`src/rtl/dsp48a1_pkg.sv`:
```
// Shared constants and types for the DSP48A1 operation sequencer.
// OPMODE field encodings follow the DSP48A1 slice: X in [1:0], Z in [3:2].
package dsp48a1_pkg;

  localparam int unsigned AW = 18;
  localparam int unsigned CW = 48;

  localparam logic [1:0] X_ZERO = 2'd0;
  localparam logic [1:0] X_M    = 2'd1;
  localparam logic [1:0] X_P    = 2'd2;
  localparam logic [1:0] X_DAB  = 2'd3;

  localparam logic [1:0] Z_ZERO = 2'd0;
  localparam logic [1:0] Z_PCIN = 2'd1;
  localparam logic [1:0] Z_P    = 2'd2;
  localparam logic [1:0] Z_C    = 2'd3;

  localparam int unsigned PREADD_EN   = 4;
  localparam int unsigned CARRY       = 5;
  localparam int unsigned PREADD_SUB  = 6;
  localparam int unsigned POSTADD_SUB = 7;

  // P = P + 0 + 0: keeps the accumulator stable while no op is issued.
  localparam logic [7:0] OPMODE_HOLD = {4'b0000, Z_P, X_ZERO};

  typedef enum logic {
    ST_RST_HOLD,
    ST_RUN
  } seq_state_e;

endpackage

```
`src/rtl/dsp48a1_rsp_fifo.sv`:
```
// Synchronous first-word-fall-through FIFO holding {P, CARRYOUT} results.
// Output data reads as zero while empty.
module dsp48a1_rsp_fifo #(
  parameter int unsigned WIDTH = 49,
  parameter int unsigned DEPTH = 8
) (
  input  logic                           clk,
  input  logic                           rst_n,
  input  logic                           push_i,
  input  logic [WIDTH-1:0]               wdata_i,
  input  logic                           pop_i,
  output logic [WIDTH-1:0]               rdata_o,
  output logic [$clog2(DEPTH+1)-1:0]     count_o,
  output logic                           empty_o
);

  localparam int unsigned PW = $clog2(DEPTH);
  localparam int unsigned NW = $clog2(DEPTH+1);

  logic [WIDTH-1:0] mem_q [DEPTH];
  logic [PW-1:0]    wr_q, wr_d, rd_q, rd_d;
  logic [NW-1:0]    count_q, count_d;
  logic             full, do_push, do_pop;

  function automatic logic [PW-1:0] next_ptr(input logic [PW-1:0] p);
    return (p == PW'(DEPTH-1)) ? '0 : p + PW'(1);
  endfunction

  assign empty_o = (count_q == '0);
  assign full    = (count_q == NW'(DEPTH));
  assign do_pop  = pop_i && !empty_o;
  // A push into a full FIFO is only taken when the head leaves in the same cycle.
  assign do_push = push_i && (!full || do_pop);

  always_comb begin
    wr_d    = do_push ? next_ptr(wr_q) : wr_q;
    rd_d    = do_pop  ? next_ptr(rd_q) : rd_q;
    count_d = count_q + NW'(do_push) - NW'(do_pop);
  end

  always_ff @(posedge clk or negedge rst_n) begin
    if (!rst_n) begin
      wr_q    <= '0;
      rd_q    <= '0;
      count_q <= '0;
    end else begin
      wr_q    <= wr_d;
      rd_q    <= rd_d;
      count_q <= count_d;
    end
  end

  always_ff @(posedge clk) begin
    if (do_push) mem_q[wr_q] <= wdata_i;
  end

  assign rdata_o = empty_o ? '0 : mem_q[rd_q];
  assign count_o = count_q;

endmodule

```
`src/rtl/dsp48a1_op_sequencer.sv`:
```
// Issues operations to one DSP48A1 slice, tracks them through its fixed
// pipeline with a token shift register and buffers results in order.
module dsp48a1_op_sequencer
  import dsp48a1_pkg::*;
#(
  parameter int unsigned LATENCY    = 4,
  parameter int unsigned DEPTH      = 8,
  parameter int unsigned RST_CYCLES = 3
) (
  input  logic          clk,
  input  logic          rst_n,
  input  logic          req_valid,
  output logic          req_ready,
  input  logic [17:0]   req_a,
  input  logic [17:0]   req_b,
  input  logic [17:0]   req_d,
  input  logic [47:0]   req_c,
  input  logic [7:0]    req_opmode,
  input  logic          req_carryin,
  output logic [17:0]   dsp_a,
  output logic [17:0]   dsp_b,
  output logic [17:0]   dsp_d,
  output logic [47:0]   dsp_c,
  output logic [7:0]    dsp_opmode,
  output logic          dsp_carryin,
  output logic          dsp_ce,
  output logic          dsp_rst,
  input  logic [47:0]   dsp_p,
  input  logic          dsp_carryout,
  output logic          rsp_valid,
  input  logic          rsp_ready,
  output logic [47:0]   rsp_p,
  output logic          rsp_carryout
);

  localparam int unsigned CNTW  = $clog2(DEPTH+1);
  localparam int unsigned HOLDW = (RST_CYCLES > 1) ? $clog2(RST_CYCLES) : 1;

  seq_state_e       state_q, state_d;
  logic [HOLDW-1:0] hold_q, hold_d;
  logic             run;

  logic [LATENCY:0] tok_q, tok_d;
  logic [CNTW-1:0]  inflight_q, inflight_d, fifo_count;
  logic [CNTW:0]    credits_used;
  logic             accept, fifo_push, fifo_pop, fifo_empty;
  logic [48:0]      fifo_rdata;

  logic [AW-1:0]    a_q, a_d, b_q, b_d, d_q, d_d;
  logic [CW-1:0]    c_q, c_d;
  logic [7:0]       opmode_q, opmode_d;
  logic             carryin_q, carryin_d;

  always_comb begin
    state_d = state_q;
    hold_d  = hold_q;
    run     = 1'b0;
    dsp_rst = 1'b1;
    dsp_ce  = 1'b0;
    case (state_q)
      ST_RST_HOLD: begin
        if (hold_q == HOLDW'(RST_CYCLES-1)) begin
          state_d = ST_RUN;
        end else begin
          hold_d = hold_q + HOLDW'(1);
        end
      end
      ST_RUN: begin
        run     = 1'b1;
        dsp_rst = 1'b0;
        dsp_ce  = 1'b1;
      end
      default: state_d = ST_RST_HOLD;
    endcase
  end

  always_ff @(posedge clk or negedge rst_n) begin
    if (!rst_n) begin
      state_q <= ST_RST_HOLD;
      hold_q  <= '0;
    end else begin
      state_q <= state_d;
      hold_q  <= hold_d;
    end
  end

  // Credits cover both buffered results and ops still inside the slice.
  assign credits_used = {1'b0, inflight_q} + {1'b0, fifo_count};
  assign req_ready    = run && (credits_used < (CNTW+1)'(DEPTH));
  assign accept       = req_valid && req_ready;
  assign fifo_push    = tok_q[LATENCY];

  always_comb begin
    tok_d      = {tok_q[LATENCY-1:0], accept};
    inflight_d = inflight_q + CNTW'(accept) - CNTW'(fifo_push);
  end

  always_comb begin
    a_d       = a_q;
    b_d       = b_q;
    d_d       = d_q;
    c_d       = c_q;
    opmode_d  = OPMODE_HOLD;
    carryin_d = 1'b0;
    if (accept) begin
      a_d       = req_a;
      b_d       = req_b;
      d_d       = req_d;
      c_d       = req_c;
      opmode_d  = req_opmode;
      carryin_d = req_carryin;
    end
  end

  always_ff @(posedge clk or negedge rst_n) begin
    if (!rst_n) begin
      tok_q      <= '0;
      inflight_q <= '0;
      a_q        <= '0;
      b_q        <= '0;
      d_q        <= '0;
      c_q        <= '0;
      opmode_q   <= OPMODE_HOLD;
      carryin_q  <= 1'b0;
    end else begin
      tok_q      <= tok_d;
      inflight_q <= inflight_d;
      a_q        <= a_d;
      b_q        <= b_d;
      d_q        <= d_d;
      c_q        <= c_d;
      opmode_q   <= opmode_d;
      carryin_q  <= carryin_d;
    end
  end

  assign dsp_a       = a_q;
  assign dsp_b       = b_q;
  assign dsp_d       = d_q;
  assign dsp_c       = c_q;
  assign dsp_opmode  = opmode_q;
  assign dsp_carryin = carryin_q;

  assign fifo_pop = rsp_valid && rsp_ready;

  dsp48a1_rsp_fifo #(
    .WIDTH (49),
    .DEPTH (DEPTH)
  ) u_rsp_fifo (
    .clk     (clk),
    .rst_n   (rst_n),
    .push_i  (fifo_push),
    .wdata_i ({dsp_p, dsp_carryout}),
    .pop_i   (fifo_pop),
    .rdata_o (fifo_rdata),
    .count_o (fifo_count),
    .empty_o (fifo_empty)
  );

  assign rsp_valid    = !fifo_empty;
  assign rsp_p        = fifo_rdata[48:1];
  assign rsp_carryout = fifo_rdata[0];

endmodule
```
`config.mk`:
```
export PLATFORM = sky130hd
export DESIGN_NAME = dsp48a1_op_sequencer
export DESIGN_NICKNAME = d
export VERILOG_FILES = /design/src/rtl/dsp48a1_pkg.sv /design/src/rtl/dsp48a1_rsp_fifo.sv /design/src/rtl/dsp48a1_op_sequencer.sv
export SDC_FILE = /design/constraint.sdc
export NUM_CORES = 1
export LEC_CHECK = 0
export BUFFER_PORTS_ARGS = -buffer_cell sky130_fd_sc_hd__buf_2
export CAP_MARGIN = 20
export CORE_AREA = 2 2 203 205
export CTS_CLUSTER_SIZE = 40
export DETAILED_ROUTE_END_ITERATION = 8
export DIE_AREA = 0 0 205 207
export PLACE_DENSITY = 0.75
export SLEW_MARGIN = 20
export SYNTH_ARGS = -nofsm -noshare
export SYNTH_HDL_FRONTEND = slang
export SYNTH_SLANG_ARGS = --single-unit
```
`constraint.sdc`:
```
create_clock -name clk -period 17.8 [get_ports clk]
set_clock_uncertainty 0.05 [all_clocks]
set_input_delay 5.34 -clock clk [delete_from_list [all_inputs] [get_ports clk]]
set_output_delay 5.34 -clock clk [all_outputs]
set_load 0.005 [all_outputs]
```
==> impl_metrics.py <==
metrics = {
    "synthesis": {
        "synth.top_cell.area_share": 0.5929,
        "synthArstFlopShare": 0.2533,
        "ys_types": 33,
        "ys_seq_area_frac": 0.7606,
        "syn_avg_cell_area_um2": 21.67,
        "ys_ff_latch": 525,
        "yosys-top-cells-area": "edfxtp_1 (59%), dfrtp_1 (17%), mux4_2 (11%), mux2_1 (3.3%), mux2_2 (2.8%)",
        "ys.warnings.count": 0,
        "yosysTopAreaCell": "edfxtp_1",
        "synthesis.area_um2": 19850,
        "syn_nets": 1100,
        "synth-edff-count": 392,
        "synthFlopType": "edfxtp_1",
        "syn_inst": 916,
    },
    "route": {
        "wl_per_cell_um": 23.55,
        "wl_um": 43540,
        "first_pass_iters": 5,
        "drt_iter0_drc": 620,
        "vias": 10090,
        "via_per_inst": 5.456,
        "drc": 0,
        "postRouteAntennaNets": 0,
    },
    "worst_hold_path": {
        "min_from": "tok_q[3]",
        "hold_end": "tok_q[4]",
        "holdPathStages": 0,
        "worstHoldPathType": "register to register",
    },
    "power_and_ir_drop": {
        "totalPowerFinal_mw": 3.897,
        "p_per_area_nw_per_um2": 163.6,
        "ir_worst_vdd_uv": 113.8,
        "p_leak_nw": 8.976,
    },
    "clock_tree": {
        "cts_setup_buffers": 0,
        "cts_tree": "built",
        "cts_hold_buf": 0,
        "cts-root-buf": "clkbuf_16",
        "cts_buffer_depth": 3,
        "cts.clk_slew.worst_paths_ns": 0.06,
        "cts-htree-levels": 2,
        "insertion_delay_ns": 0.59,
        "cts_sinks": 525,
        "cts_inserted_buffers": 52,
        "cts-resized-gates": 0,
    },
    "worst_setup_path": {
        "crit_type": "register to primary output",
        "end_kind": "primary output",
        "start_kind": "register",
        "crit_fanout": 52,
        "r2r-start": "u_rsp_fifo.count_o[1]",
        "cp.required_ns": 12.41,
        "reg2reg_depth": 6,
        "critPathArrivalTime_ns": 3.63,
        "r2r_end": "dsp_c[22]",
        "reg2reg_slack_ns": 14.47,
    },
    "timing": {
        "tns_ns": 0,
        "rsz0062_at_grt": "false",
        "fmax_ghz": 0.1109,
        "worst_pin_slew_ns": 0.9941,
        "whs_ns": 0.2976,
        "setup_viol": 0,
        "slew_violations": 0,
        "finalHoldViolCount": 0,
        "slew-limit-headroom": 0.3373,
        "period_minus_slack_ns": 9.020,
        "fin_crit_sh": 0.5068,
    },
    "run_status": {
        "status": "complete, no violations",
    },
    "grt": {
        "grt-ovfl-total": 0,
        "grt_max_degree": 81,
        "antenna_found_initial": 8,
        "track_usage": 0.2085,
        "grt_pass1_wl_um": 65390,
        "first_global_vias": 10760,
    },
    "placed_design": {
        "hpwl_um": 25480,
        "routabilityCongestion": 0.7985,
        "io_buffers": 327,
        "post_dp_cell_area_um2": 22120,
        "dp_cells": 1744,
    },
    "final_layout": {
        "fin_nets": 1451,
        "areaGrowthSynthToFinish_pct": 20.02,
        "fillers": 3003,
        "stdcell_count": 1849,
        "finalInstanceArea_um2": 23830,
        "drive_above_1_share": 0.4504,
    },
    "floorplanning": {
        "die_x_um": 205,
        "core_um2": 40370,
        "rows": 74,
        "die_y_um": 207,
        "initial_utilization": 0.4918,
        "ios": 328,
        "die_area_um2": 42440,
    },
    "flow_run": {
        "maxCapViolCount": 0,
    },
}
[power breakdown]
part	total, mW	internal [mW]	switching, mW
Combinational	1.18	0.626	0.549
Sequential	1.66	1.52	0.139
Clock	1.06	0.610	0.453
Total	3.90	2.76	1.14
[per-stage QoR]
step / setup slack, ns / util
5_1_grt: 8.406 / 0.5902
3_3_place_gp: 9.263 / 0.5479
4_1_cts: 8.628 / 0.5891
3_5_place_dp: 9.264 / 0.5479
2_1_floorplan: 6.861 / -
6_report: 8.780 / 0.5902
[layout make-up]
cell class | instances | area (µm²) | share of cell area
multi-input combinational | 325 | 4522 | 0.1898
antenna | 7 | 17.52 | 0.0007352
clock inverter | 32 | 282.8 | 0.01187
timing repair buffer | 343 | 1775 | 0.07452
sequential | 525 | 15110 | 0.6341
clock buffer | 65 | 1380 | 0.05792
inverter | 20 | 75.07 | 0.003151
tap | 532 | 665.6 | 0.02794
[worst max-delay path, stage by stage (launching register included)]
cell	delay [ns]
dfrtp_4	1.09
buf_4	0.89
mux4_2	0.60
a22o_1	0.28
buf_2	0.14
[state kept, by name (all words and copies together), names as in the netlist]
| name | cells |
|---|---|
| inflight_q | 4 |
| state_q | 1 |
| hold_q | 2 |
| tok_q | 5 |
| u_rsp_fifo.rd_q | 3 |
| u_rsp_fifo.count_o | 4 |
| dsp_a | 18 |
| dsp_d | 18 |
| u_rsp_fifo.mem_q | 392 |
| dsp_opmode | 8 |
| dsp_carryin | 1 |
| dsp_c | 48 |
| u_rsp_fifo.wr_q | 3 |
| dsp_b | 18 |
[logic make-up after synthesis]
kind of cell,after synthesis,synth area share
AOI/OAI and AO/OA,59,0.02647
xor gates and xnor gates,6,0.002647
adders and majority gates,20,0.01336
buffers and inverters,66,0.01487
DFF,525,0.7606
muxes,206,0.1724
and+or+nand+nor,34,0.009580
[Yosys cell counts, types with 2 or more instances]
| cell type | number |
|---|---|
| a21o_1 | 2 |
| a21oi_1 | 2 |
| a22o_1 | 49 |
| and2_1 | 9 |
| buf_2 | 20 |
| buf_4 | 6 |
| clkbuf_1 | 19 |
| dfrtp_1 | 132 |
| edfxtp_1 | 392 |
| fa_1 | 2 |
| ha_1 | 18 |
| inv_1 | 20 |
| mux2_1 | 59 |
| mux2_2 | 49 |
| mux4_2 | 98 |
| nand2_1 | 3 |
| nand2b_1 | 5 |
| nor2_1 | 5 |
| nor2b_1 | 4 |
| nor3_1 | 4 |
| or2_2 | 2 |
| xnor2_1 | 5 |
[cell usage in the layout (no fill, tap or decap), types with 4 or more instances in the layout]
cell,count
a22o_1,49
and2_1,8
buf_2,326
buf_4,15
bufinv_16,4
clkbuf_1,10
clkbuf_16,52
clkinv_1,7
clkinv_2,14
clkinvlp_4,4
dfrtp_1,130
diode_2,7
edfxtp_1,392
ha_1,18
inv_1,20
mux2_1,59
mux2_2,49
mux4_2,98
nand2b_1,5
nor3_2,4
xnor2_1,5
[how the worst max path moves through the flow]
stage / endpoint / cells after the start / slack [ns] / from
floorplan: u_rsp_fifo.mem_q[0][0] / 3 / 6.86 / rsp_ready
global placement: rsp_p[33] / 4 / 9.26 / u_rsp_fifo.rd_q[0]
detailed placement: rsp_p[7] / 4 / 9.26 / u_rsp_fifo.rd_q[0]
CTS: rsp_p[28] / 4 / 8.63 / u_rsp_fifo.rd_q[0]
global route: rsp_p[30] / 4 / 8.41 / u_rsp_fifo.rd_q[0]
finish: rsp_p[7] / 4 / 8.78 / u_rsp_fifo.rd_q[0]
[layer usage]
layer / GRT usage / vias to the layer above / wire length, µm
met5: 0 / - / 27
met4: 0.07889 / 4 / 1428
met3: 0.06136 / 80 / 3365
met2: 0.3465 / 377 / 22200
met1: 0.2591 / 5214 / 16520
li1: - / 4413 / -
Power figures use the tool's default switching activity.
